<file path="src/rtl/reg_bank_dump_reader.sv">
// Streams a wrapping address range of a flat register bank out over a valid/ready port.
// Optional running checksum of accepted words is enabled by defining DUMP_CHECKSUM_EN.
module reg_bank_dump_reader #(
    parameter int DATA_LENGTH = 32,
    parameter int REGS_QTY    = 32,
    localparam int ADDR_LENGTH = $clog2(REGS_QTY)
) (
    input  logic                            clk,
    input  logic                            rst,
    input  logic [DATA_LENGTH*REGS_QTY-1:0] q_bank,
    input  logic                            start,
    input  logic [ADDR_LENGTH-1:0]          start_addr,
    input  logic [ADDR_LENGTH-1:0]          end_addr,
    input  logic                            abort,
    input  logic                            out_ready,
    output logic                            out_valid,
    output logic [DATA_LENGTH-1:0]          out_data,
    output logic [ADDR_LENGTH-1:0]          out_addr,
    output logic                            busy,
    output logic                            done,
    output logic [DATA_LENGTH-1:0]          checksum
);

    localparam logic [1:0] ST_IDLE = 2'd0;
    localparam logic [1:0] ST_SEND = 2'd1;
    localparam logic [1:0] ST_DONE = 2'd2;

    logic [1:0]             state_r;
    logic [ADDR_LENGTH-1:0] end_addr_r;
    logic [ADDR_LENGTH-1:0] next_addr_s;
    logic [ADDR_LENGTH-1:0] cap_addr_s;
    logic [DATA_LENGTH-1:0] cap_word_s;
    logic                   accept_s;

    function automatic logic [DATA_LENGTH-1:0] bank_word(
        input logic [DATA_LENGTH*REGS_QTY-1:0] bank,
        input logic [ADDR_LENGTH-1:0]          idx
    );
        return bank[idx*DATA_LENGTH +: DATA_LENGTH];
    endfunction

    // Increment wraps naturally because REGS_QTY is a power of two.
    assign next_addr_s = out_addr + {{(ADDR_LENGTH-1){1'b0}}, 1'b1};
    assign cap_word_s  = bank_word(q_bank, cap_addr_s);
    assign accept_s    = (state_r == ST_SEND) && out_valid && out_ready && !abort;

    // Select which register index is snapshotted on the next capture edge.
    always_comb begin
        cap_addr_s = next_addr_s;
        if (state_r == ST_IDLE) begin
            cap_addr_s = start_addr;
        end else begin
            cap_addr_s = next_addr_s;
        end
    end

    // Dump sequencer: IDLE -> SEND (one word per handshake) -> DONE pulse -> IDLE.
    always_ff @(posedge clk) begin
        if (rst) begin
            state_r    <= ST_IDLE;
            end_addr_r <= {ADDR_LENGTH{1'b0}};
            out_valid  <= 1'b0;
            out_data   <= {DATA_LENGTH{1'b0}};
            out_addr   <= {ADDR_LENGTH{1'b0}};
            busy       <= 1'b0;
            done       <= 1'b0;
        end else begin
            case (state_r)
                ST_IDLE: begin
                    done <= 1'b0;
                    if (start) begin
                        state_r    <= ST_SEND;
                        end_addr_r <= end_addr;
                        out_addr   <= start_addr;
                        out_data   <= cap_word_s;
                        out_valid  <= 1'b1;
                        busy       <= 1'b1;
                    end
                end
                ST_SEND: begin
                    if (abort) begin
                        state_r   <= ST_IDLE;
                        out_valid <= 1'b0;
                        busy      <= 1'b0;
                    end else if (out_valid && out_ready) begin
                        if (out_addr == end_addr_r) begin
                            state_r   <= ST_DONE;
                            out_valid <= 1'b0;
                            done      <= 1'b1;
                        end else begin
                            out_addr <= next_addr_s;
                            out_data <= cap_word_s;
                        end
                    end
                end
                ST_DONE: begin
                    state_r <= ST_IDLE;
                    done    <= 1'b0;
                    busy    <= 1'b0;
                end
                default: begin
                    state_r   <= ST_IDLE;
                    out_valid <= 1'b0;
                    busy      <= 1'b0;
                    done      <= 1'b0;
                end
            endcase
        end
    end

`ifdef DUMP_CHECKSUM_EN
    logic [DATA_LENGTH-1:0] checksum_r;

    // Running sum of accepted words, restarted by each accepted start.
    always_ff @(posedge clk) begin
        if (rst) begin
            checksum_r <= {DATA_LENGTH{1'b0}};
        end else if ((state_r == ST_IDLE) && start) begin
            checksum_r <= {DATA_LENGTH{1'b0}};
        end else if (accept_s) begin
            checksum_r <= checksum_r + out_data;
        end
    end

    assign checksum = checksum_r;
`else
    logic unused_accept_s;
    assign unused_accept_s = accept_s;
    assign checksum        = {DATA_LENGTH{1'b0}};
`endif

endmodule
</file>
<file path="config.mk">
export PLATFORM = sky130hd
export DESIGN_NAME = reg_bank_dump_reader
export DESIGN_NICKNAME = d
export VERILOG_FILES = /design/src/rtl/reg_bank_dump_reader.sv
export SDC_FILE = /design/constraint.sdc
export NUM_CORES = 1
export LEC_CHECK = 0
export CAP_MARGIN = 20
export CORE_AREA = 5 5 427 429
export CTS_CLUSTER_DIAMETER = 60
export CTS_CLUSTER_SIZE = 12
export DETAILED_ROUTE_END_ITERATION = 7
export DIE_AREA = 0 0 432 434
export HOLD_SLACK_MARGIN = 0.15
export PLACE_DENSITY = 0.32
export SETUP_SLACK_MARGIN = 0.02
export SLEW_MARGIN = 20
export SYNTH_ARGS = -nofsm -noshare
export SYNTH_HDL_FRONTEND = slang
export SYNTH_SLANG_ARGS = --single-unit
</file>
<file path="constraint.sdc">
create_clock -name clk -period 2.95 [get_ports clk]
set_input_delay 0.59 -clock clk [delete_from_list [all_inputs] [get_ports clk]]
set_output_delay 0.59 -clock clk [all_outputs]
set_load 0.01 [all_outputs]
</file>
==> impl_results.md, run 1 <==
- Required time worst endpoint: 3190 ps
- Netlist Area Pre-Place: 0.0122 sq mm
- Setup crit end kind: register
- Die X: 432 um
- Post-DP Area: 0.0284 sq mm
- HPWL Detailed: 147,000 um
- Synth cell types: 48
- Status: finished, violations left
- Clk slew on worst S/H paths: 90 ps
- PD cells: 290 mW/mm^2
- Vias in the first global route: 22.4k
- Post-synth EDFFs: 0
- Slowest-stage cell, CP: or3b_4
- Antenna violations before repair: 78
- Initial drt markers: 1,194
- IO Pins: 1,111
- Max-slew violations: 0
- HP Start: end_addr_r[3]
- Number of nets still failing antenna checks after routing: 0
- Slowest stage delay, CP: 430 ps
- Layout Nets: 4,436
- Worst path bufs/invs: 6
- CP Class: reg -> reg
- Vias per cell: 3.76
- Via count: 21.7k
- LEAKAGE: 11.6 nW
- Worst Setup SP: state_r[0]
- Starting Density: 6.83%
- Top_reg_cell synth: dfxtp_1
- Worst slew pin tran: 813 ps
- Core area: 0.178 sq mm
- Pre-antenna DRT Iters: 5
- Final Critical Period: 2960 ps
- Most common cell after layout, fill and taps aside: clkdlybuf4s50_1
- TritonCTS clock tree: built
- Unrepaired setup endpoints after global routing: yes
- Power Total: 8.81 mW
- Post-Layout Cell Count: 5,775
- Worst-case clock buffer depth: 2
- Crit path DAT: 3200 ps
- Final wirelength: 168,000 um
- F_max: 0.338 GHz
- GR Util All Layers: 16.9%
- Crit-path max FO: 12
- Violated checks: negative setup slack
- Worst path cell trace: or3b_4 > buf_4 > and2_4 > buf_12 > buf_4 > buf_4 > nand2_1 > a311oi_2 > a31oi_2 > buf_4 > nand2_1 > buf_12 > nor4b_2
- CTS H-tree depth: 2
- Post-Place Cells: 5,694
- Sink Count: 47
- Period Utilization, post-route: 100%
- Fin. Hold Viols: 0
- Peak supply drop: 234 uV
- Largest net degree at the start of global routing: 44
- Startpoint Class: register
- Top cell by count, worst path: buf_4
- FP Rows: 155
- Setup Skew: 7.56 ps
- Total gr overflow: 0
- Synthesized instance count: 2,102
- Synth Register Bits: 47
- Mean post-synth cell area: 5.78 sq um
- Layout cells sized above 1: 20.3%
- DIE HEIGHT: 434 um
- Sequential share of the synthesized area: 7.74%
- YS warnings: 0
- CTS Root Cell: clkbuf_16
- Total CTS buffers: 5
- Area grow syn2layout: 150%
- Routed WL per cell: 29.2 um
- RePlAce Congestion: 0.915
- Fin Setup TNS: -12.9 ps
- Worst min path class: reg -> reg
- Slew HR: 45.8%
- Cell family with most CP delay: simple AND/OR/NAND/NOR gates
- Buffers added on ports: 1,078
- Reg-to-Reg Start: state_r[0]
- PnR worst setup slack: -12.9 ps
- First-pass GRT wire length: 213,000 um
- Design area: 0.0304 sq mm
- Post-synthesis async set-or-reset flop share: 0%
- Setup violators final: 1
- Pre-CTS setup slack: -1710 ps
- Commonest cells after routing, fill and taps aside: clkdlybuf4s50_1, nand2_1, buf_4
- Max-cap violations: 0
- # fillers: 20.4k
- Residual DRC: 0
- Die area: 0.187 sq mm
- Later-pin clock latency in the skew report: 350 ps
==> report_power, final <==
group | switching (mW) | internal (mW) | total, mW
Sequential | 0.114 | 0.706 | 0.820
Combinational | 3.73 | 3.52 | 7.25
Clock | 0.409 | 0.331 | 0.740
==> stage by stage <==
step	util, %	hold slack, ps
2_1_floorplan	-	448
3_3_place_gp	16.0	457
3_5_place_dp	16.0	463
4_1_cts	16.8	477
5_1_grt	17.1	491
6_report	17.1	473
==> cell type report <==
cell class | instances | area [sq um] | share of cell area [%]
flip-flops and latches | 47 | 951 | 3.12
inverters | 3 | 11.3 | 0.0370
repair buffers | 1521 | 15200 | 50.0
clock inverters | 3 | 28.8 | 0.0945
well taps | 2355 | 2950 | 9.68
clock buffers | 5 | 125 | 0.411
diodes | 23 | 57.6 | 0.189
multi-input cells | 1818 | 11100 | 36.4
==> cell families (layout without fill, tap and decap cells) <==
family,Yosys count,count (layout),synth area share [%]
compound gates,411,411,26.8
xor+xnor,7,7,0.504
fa+ha+maj,1,1,0.103
buf+inv,269,1532,11.5
flops,47,47,7.74
mux,8,8,0.865
other cells,1,55,0.0309
simple gates,1358,1359,52.5
==> cell usage after synthesis (9+ instances only) <==
cell type	count	share of area (%)
nand2_1	869	27
nand3_1	196	8.1
a311oi_1	159	11
and3_1	159	8.2
clkbuf_1	105	3.2
a211oi_1	99	6.1
a31oi_1	96	4.9
buf_2	93	3.8
dfxtp_1	47	7.7
buf_4	42	2.6
nor2_1	42	1.3
a221o_1	31	2.6
nor4b_2	31	3.8
nor3_2	30	2.5
buf_6	15	1.4
buf_1	11	0.34
a21oi_1	9	0.37
==> registers in the layout, indices dropped and copies added, names as in the netlist <==
name,cells
busy,1
done,1
end_addr_r,5
out_addr,5
out_data,32
out_valid,1
state_r,2
==> path summary, 6_finish.rpt <==
kind,end,slack [ps],cells past startpoint
hold reg to reg,end_addr_r[3],470,2
setup / recovery,out_data[28],-10,13
hold / removal,end_addr_r[3],470,2
setup reg to reg,out_data[28],-10,13
==> tightest hold or removal path, cell delays in order (launching register included) <==
cell	delay, ps
dfxtp_1	330
nand2_1	50
a21oi_1	50
==> routing by layer <==
metal  part of all wire (%)  vias up  track usage, %
li1                       -    10149               -
met4                    2.0       30            3.88
met3                    6.0      154            3.82
met1                     40    10531            19.9
met5                   0.12        -               0
met2                     52      861            31.0
==> what timing repair did <==
item / 4_1_cts / 5_1_grt
hold buffers: 0 / 0
setup endpoints to repair: 32 / 31
gates cloned: 3 / 1
resized for setup: 188 / 70
pin swaps: 57 / 27
setup buffers: 37 / 11
endpoints found under the hold margin: 0 / 0
Power figures use the tool's default switching activity.
==> inputs of run 2 (changes only) <==
--- a/config.mk
+++ b/config.mk
@@ -5,7 +5,6 @@
 export SDC_FILE = /design/constraint.sdc
 export NUM_CORES = 1
 export LEC_CHECK = 0
-export CAP_MARGIN = 20
 export CORE_AREA = 5 5 427 429
 export CTS_CLUSTER_DIAMETER = 60
 export CTS_CLUSTER_SIZE = 12
==> results of run 2 <==
Same layout as run 1: the final DEF is identical, and so are final timing and power.
